### src/rtl/seg_scan_pkg.sv
// Shared types and helpers for the 7-segment scan controller.
package seg_scan_pkg;

    localparam int NIBBLE_W = 4;

    // Per-slot phase: anodes dark (BLANK) or one digit driven (SHOW).
    typedef enum logic {
        BLANK = 1'b0,
        SHOW  = 1'b1
    } state_e;

    // Width needed to count 0..n-1; never narrower than one bit.
    function automatic int cnt_width(input int n);
        return (n > 1) ? $clog2(n) : 1;
    endfunction

endpackage

### src/rtl/seg_scan_tick.sv
// Slot counter: counts 0..REFRESH_DIV-1 and flags the last blanking cycle
// and the last cycle of the slot.
module seg_scan_tick
    import seg_scan_pkg::*;
#(
    parameter int REFRESH_DIV  = 50000,
    parameter int BLANK_CYCLES = 16
) (
    input  logic i_clk,
    input  logic i_rst,
    output logic o_blank_end,
    output logic o_slot_end
);

    localparam int CNT_W = cnt_width(REFRESH_DIV);
    localparam logic [CNT_W-1:0] BLANK_LAST = CNT_W'(BLANK_CYCLES - 1);
    localparam logic [CNT_W-1:0] SLOT_LAST  = CNT_W'(REFRESH_DIV - 1);

    logic [CNT_W-1:0] r_cnt;

    // Free-running slot counter, wraps at the end of each slot.
    always_ff @(posedge i_clk or posedge i_rst) begin
        if (i_rst)                   r_cnt <= '0;
        else if (r_cnt == SLOT_LAST) r_cnt <= '0;
        else                         r_cnt <= r_cnt + CNT_W'(1);
    end

    assign o_blank_end = (r_cnt == BLANK_LAST);
    assign o_slot_end  = (r_cnt == SLOT_LAST);

endmodule

### src/rtl/seg_scan_ctrl.sv
// Time-multiplexed scan controller for a common-anode 7-segment display.
// Optional build macro: SEG_SCAN_LEADING_ZERO_BLANK_EN (dark leading zeros).
module seg_scan_ctrl
    import seg_scan_pkg::*;
#(
    parameter int NUM_DIGITS   = 4,
    parameter int REFRESH_DIV  = 50000,
    parameter int BLANK_CYCLES = 16
) (
    input  logic                           i_clk,
    input  logic                           i_rst,
    input  logic [NUM_DIGITS*NIBBLE_W-1:0] i_digits_in,
    input  logic                           i_load,
    input  logic [NUM_DIGITS-1:0]          i_digit_en,
    output logic [NIBBLE_W-1:0]            o_dec_nibble,
    output logic [NUM_DIGITS-1:0]          o_anode_n,
    output logic                           o_frame_tick
);

    localparam int IDX_W = cnt_width(NUM_DIGITS);
    localparam logic [IDX_W-1:0] LAST_IDX = IDX_W'(NUM_DIGITS - 1);

    logic                               w_blank_end;
    logic                               w_slot_end;
    state_e                             r_state, w_state_nxt;
    logic [IDX_W-1:0]                   r_idx, w_idx_nxt;
    logic [NUM_DIGITS*NIBBLE_W-1:0]     r_shadow;
    logic [NUM_DIGITS-1:0][NIBBLE_W-1:0] w_shadow_nib;
    logic [NIBBLE_W-1:0]                r_nibble, w_nibble_nxt;
    logic [NUM_DIGITS-1:0]              r_anode_n, w_anode_n_nxt;
    logic                               r_frame_tick, w_frame_tick_nxt;
    logic                               r_first, w_first_nxt;
    logic [NUM_DIGITS-1:0]              w_suppress;
    logic                               w_lit;

    seg_scan_tick #(
        .REFRESH_DIV  (REFRESH_DIV),
        .BLANK_CYCLES (BLANK_CYCLES)
    ) u_tick (
        .i_clk       (i_clk),
        .i_rst       (i_rst),
        .o_blank_end (w_blank_end),
        .o_slot_end  (w_slot_end)
    );

    assign w_shadow_nib = r_shadow;

`ifdef SEG_SCAN_LEADING_ZERO_BLANK_EN
    // Digit k>0 goes dark when it and every more significant nibble are zero.
    assign w_suppress[0] = 1'b0;
    for (genvar k = 1; k < NUM_DIGITS; k++) begin : g_sup
        assign w_suppress[k] = ~|r_shadow[NUM_DIGITS*NIBBLE_W-1 : k*NIBBLE_W];
    end
`else
    assign w_suppress = '0;
`endif

    // Shadow register: captures a new display value on the load strobe.
    always_ff @(posedge i_clk or posedge i_rst) begin
        if (i_rst)       r_shadow <= '0;
        else if (i_load) r_shadow <= i_digits_in;
    end

    // FSM state and registered outputs.
    always_ff @(posedge i_clk or posedge i_rst) begin
        if (i_rst) begin
            r_state      <= BLANK;
            r_idx        <= '0;
            r_nibble     <= '0;
            r_anode_n    <= '1;
            r_frame_tick <= 1'b0;
            r_first      <= 1'b1;
        end else begin
            r_state      <= w_state_nxt;
            r_idx        <= w_idx_nxt;
            r_nibble     <= w_nibble_nxt;
            r_anode_n    <= w_anode_n_nxt;
            r_frame_tick <= w_frame_tick_nxt;
            r_first      <= w_first_nxt;
        end
    end

    // Next-state logic. The nibble only changes at slot boundaries (plus the
    // very first SHOW after reset) so the decoder input never moves mid-slot.
    always_comb begin
        w_state_nxt      = r_state;
        w_idx_nxt        = r_idx;
        w_nibble_nxt     = r_nibble;
        w_anode_n_nxt    = r_anode_n;
        w_frame_tick_nxt = 1'b0;
        w_first_nxt      = r_first;
        w_lit            = i_digit_en[r_idx] & ~w_suppress[r_idx];
        case (r_state)
            BLANK: begin
                w_anode_n_nxt = '1;
                if (w_blank_end) begin
                    w_state_nxt          = SHOW;
                    w_anode_n_nxt[r_idx] = ~w_lit;
                    if (r_first) begin
                        w_nibble_nxt = w_shadow_nib[r_idx];
                        w_first_nxt  = 1'b0;
                    end
                end
            end
            SHOW: begin
                if (w_slot_end) begin
                    w_state_nxt      = BLANK;
                    w_anode_n_nxt    = '1;
                    w_idx_nxt        = (r_idx == LAST_IDX) ? '0 : r_idx + IDX_W'(1);
                    w_nibble_nxt     = w_shadow_nib[w_idx_nxt];
                    w_frame_tick_nxt = (r_idx == LAST_IDX);
                end
            end
            default: begin
                w_state_nxt = BLANK;
            end
        endcase
    end

    assign o_dec_nibble = r_nibble;
    assign o_anode_n    = r_anode_n;
    assign o_frame_tick = r_frame_tick;

endmodule
### config.mk
export PLATFORM = sky130hd
export DESIGN_NAME = seg_scan_ctrl
export DESIGN_NICKNAME = d
export VERILOG_FILES = /design/src/rtl/seg_scan_pkg.sv /design/src/rtl/seg_scan_tick.sv /design/src/rtl/seg_scan_ctrl.sv
export SDC_FILE = /design/constraint.sdc
export NUM_CORES = 1
export LEC_CHECK = 0
export CAP_MARGIN = 5
export CORE_ASPECT_RATIO = 0.8
export CORE_MARGIN = 2
export CORE_UTILIZATION = 58
export CTS_CLUSTER_SIZE = 24
export DETAILED_ROUTE_END_ITERATION = 12
export PLACE_DENSITY = 0.84
export SKIP_LAST_GASP = 1
export SYNTH_ARGS = -nofsm -noshare
export SYNTH_HDL_FRONTEND = slang
export SYNTH_SLANG_ARGS = --single-unit
### constraint.sdc
create_clock -name i_clk -period 3.1 [get_ports i_clk]
set_input_delay 0.465 -clock i_clk [delete_from_list [all_inputs] [get_ports i_clk]]
set_output_delay 0.465 -clock i_clk [all_outputs]
set_load 0.02 [all_outputs]
==> results.txt <==
In this run the worst path has a maximum fanout of 10. Routability-driven placement finished with a final weighted congestion of 0.848. The routed design uses 2230 um of met2 wire. Across all setup checks in the final design, the least slack found is 1.01 ns.

Summed over all instances, the cell type with the most area after synthesis is sky130_fd_sc_hd__dfrtp_1. The cell count after synthesis came out at 176. The post-route netlist has 24.6% of its cells at a drive strength greater than 1. For this design the ratio of total power to cell area is 406 nW/um^2. Counting every net in the synthesized netlist gives 204.

Setup repair after global routing left no endpoint under its margin. STA classifies the critical path startpoint as a register. Clock tree synthesis selected as its root buffer the cell sky130_fd_sc_hd__clkbuf_8.

The run finished with clean final reports. Counting distinct cell types in the post-synthesis netlist gives 40. Dividing the final minimum period by the clock period gives 67.3%.

The run gives 3730 um^2 as the core region area. Global routing used 23.2% of the available tracks. The number of antenna violations at the first check in global routing came out at 0. Timing would allow up to 0.479 GHz. Counting the buffers created by CTS gives 5. The logs give 20 for the standard-cell row count and 1522 for the overall via count from detail_route. The startpoint identified for the worst hold timing path is r_first.

The final max-slew violation count is 0. Die extent in y: 59.3 um. For the final routed database, the setup TNS stands at 0 ns.

Cells fill 71.2% of the core in the end. Later-pin clock latency in the skew report: 0.30 ns. In this design, the largest share of critical-path delay is due to multiplexers. Post-CTS repair changed the size of 0 cells.

The number of antenna diodes is 0, and the synthesized area per cell is 12.6 um^2. The pin count of the biggest net entering global routing was 46. The post-cts hold buffer count is 0.

The logs give 54.1% for the max-slew headroom at the worst pin and 255 for the number of standard cells in the final layout excluding fillers. For this configuration, the core starts out at a cell density of 59.5%. The number of placed instances, taps included, is 247.

The worst setup skew after layout was 0.00250 ns; the via density per instance was 5.97. In the final routed layout, each cell accounts on average for 17.5 um. The critical path goes through ha_1 > nor2_4 > mux2i_1 > o221ai_1 > mux2_2. The slowest stage of the critical path is the sky130_fd_sc_hd__dfrtp_1 cell. For this block, wires on met1 add up to 1970 um. The launching instance or port of the critical path is r_idx[0]. Clock-pin slew was measured on the worst setup and hold paths at 0.08 ns. The tools report the die footprint as 4340 um^2.

Buffers added to address setup during post-CTS repair amount to 0. STA classifies the critical path endpoint as a register. The H-tree was split into 2 levels. Sequential elements use 51.0% of the synthesized area. The run gives 1.15 nW as the reported leakage power. The detailed router finished its first iteration with 155 violations. The count of endpoints failing hold in the final timing report was 0; the final net count was 238. Data arrives at the worst endpoint at 2.27 ns. Across the VDD grid, the largest voltage drop is 0.275 mV. Final hold analysis gives a worst-case slack of 0.474 ns. The worst register-to-register path begins at r_idx[0]. Routed signal wires occupy layers up through met4. The critical path is of the register to register type. STA puts the critical path data required time at 3.29 ns.

The netlist area before placement was 2220 um^2; the shortest clock period the worst path allows after layout was 2.09 ns. Setup violations remaining at the end of the flow were counted as 0. Ranked by total cell area, the synthesized netlist is headed by sky130_fd_sc_hd__dfrtp_1 (45%), sky130_fd_sc_hd__mux2_2 (10%), sky130_fd_sc_hd__dfstp_2 (5.9%). The I/O pin count was 32; the global-route congestion overflow total was 0. For this run, the number of Yosys warnings is 0. The antenna violation net count after detailed routing was 0; the width of the die was 73.1 um.

Input and output buffers added on the ports amount to 31. Wires add up to 4460 um. CTS saw 45 sinks.

At the pin with the least slew margin, the transition time is 0.687 ns. Counting both buffers and inverters, the worst setup path holds a total of 0. Via count of the first global-routing pass: 1547. The routed design uses 209 um of met3 wire. No sink is reached through more buffers than the 2 on the longest clock path.

The post-placement setup slack is 1.06 ns, and the count of state elements after synthesis is 45. The relative area change from synthesis to final layout is 19.7%, and the count of unresolved DRC violations after routing is 0. The placed wire-length estimate after detailed placement was 3350 um; the maximum single-stage delay on the critical path was 0.57 ns.

TritonCTS built the clock tree. Across the run, the number of max-cap violations was 0. The wire length of the first global-routing pass is 7440 um. In this run the worst hold path is classified as register to register.

The share of synthesized area in the top cell type comes to 45.1%. The run gives 4 as the total iterations of the first detailed-routing run.
where the power goes:
part / switching [mW] / total [mW] / internal (mW)
clock: 0.203 / 0.359 / 0.156
combinational: 0.0323 / 0.0915 / 0.0592
sequential: 0.0184 / 0.627 / 0.609
final timing paths:
check / to / cells after the start / slack (ns)
hold / removal: r_first / 1 / 0.47
setup reg to reg: o_dec_nibble[2] / 5 / 1.01
max in group asynchronous: o_anode_n[1] / 3 / 2.10
hold reg to reg: r_first / 1 / 0.47
setup / recovery: o_dec_nibble[2] / 5 / 1.01
min in group asynchronous: r_shadow[13] / 3 / 0.61
synth_stat cells:
cell type,number
sky130_fd_sc_hd__or3_4,1
sky130_fd_sc_hd__clkbuf_1,3
sky130_fd_sc_hd__nor2_2,1
sky130_fd_sc_hd__mux2_2,20
sky130_fd_sc_hd__o21ai_2,1
sky130_fd_sc_hd__nor3_1,2
sky130_fd_sc_hd__ha_1,5
sky130_fd_sc_hd__or2_2,1
sky130_fd_sc_hd__nor4_1,4
sky130_fd_sc_hd__nand3_4,1
sky130_fd_sc_hd__nand3_1,7
sky130_fd_sc_hd__and2_1,1
sky130_fd_sc_hd__mux2_1,2
sky130_fd_sc_hd__inv_1,5
sky130_fd_sc_hd__o21ai_0,2
sky130_fd_sc_hd__and4_1,1
sky130_fd_sc_hd__nor3_2,1
sky130_fd_sc_hd__nand2_2,1
sky130_fd_sc_hd__dfrtp_1,40
sky130_fd_sc_hd__nand2_1,8
sky130_fd_sc_hd__nor2_1,12
sky130_fd_sc_hd__o21a_1,1
sky130_fd_sc_hd__xor2_1,8
sky130_fd_sc_hd__mux4_2,5
sky130_fd_sc_hd__and3_1,2
sky130_fd_sc_hd__a2bb2oi_1,4
sky130_fd_sc_hd__dfstp_2,5
sky130_fd_sc_hd__mux2i_1,8
sky130_fd_sc_hd__nor3b_2,1
sky130_fd_sc_hd__or3_1,1
sky130_fd_sc_hd__nor2b_1,1
sky130_fd_sc_hd__nand4_1,4
sky130_fd_sc_hd__a21oi_2,2
sky130_fd_sc_hd__and3_2,1
sky130_fd_sc_hd__nand2b_1,1
sky130_fd_sc_hd__buf_2,2
sky130_fd_sc_hd__nor2_4,1
sky130_fd_sc_hd__o221ai_1,4
sky130_fd_sc_hd__nand3_2,1
sky130_fd_sc_hd__xnor2_1,5
metal layers:
metal / vias to the layer above / global-route usage (%)
met4: 0 / 8.47
met1: 765 / 31.7
met3: 7 / 5.44
li1: 707 / -
met5: - / 0
met2: 43 / 36.7
cell type report:
cell class	count	area [um^2]
clock buffers	5	68.8
fillers	262	1070
inverters	5	18.8
repair buffers	32	318
clock inverters	3	17.5
well taps	44	55.1
multi-input cells	121	1050
flip-flops and latches	45	1130
metrics by stage:
stage                     instance area, um^2  total power [mW]
final                                    2660              1.08
after global routing                     2660              1.12
after CTS                                2660              1.08
after detailed placement                 2570             0.731
after global placement                   2570             0.722
after floorplan                          2220             0.684
registers in the layout (all words and copies together), names as in the netlist:
name,count
r_first,1
u_tick.r_cnt,16
o_dec_nibble,4
o_anode_n,4
r_shadow,16
r_state,1
r_idx,2
o_frame_tick,1
placed cells by master, fill, tap and decap left out, drive strengths merged:
master	synthesis	final
o21a	1	1
nor4	4	4
nor3	3	3
dfrtp	40	40
nor2b	1	1
buf	2	1
clkinv	0	2
mux4	5	5
mux2	22	22
o21ai	3	3
xnor2	5	5
a21oi	2	2
xor2	8	8
o221ai	4	4
inv	5	5
a2bb2oi	4	4
nor3b	1	1
or2	1	1
and4	1	1
clkbuf	3	5
and3	3	3
dfstp	5	5
ha	5	5
mux2i	8	8
and2	1	1
or3	2	2
nand2	9	9
nand4	4	4
clkinvlp	0	1
nand2b	1	1
clkdlybuf4s50	0	31
nand3	9	9
nor2	14	14
cells by family (layout without fill, tap and decap cells):
family / count (synthesis) / in the layout / share of synthesized area, %
and+or+nand+nor: 54 / 54 / 14.2
DFF: 45 / 45 / 51.0
muxes: 35 / 35 / 19.9
AOI/OAI and AO/OA: 14 / 14 / 5.13
xor gates and xnor gates: 13 / 13 / 5.13
buffers and inverters: 10 / 45 / 1.80
adders and majority gates: 5 / 5 / 2.82
Note: power is estimated with default switching activity, not from simulation.
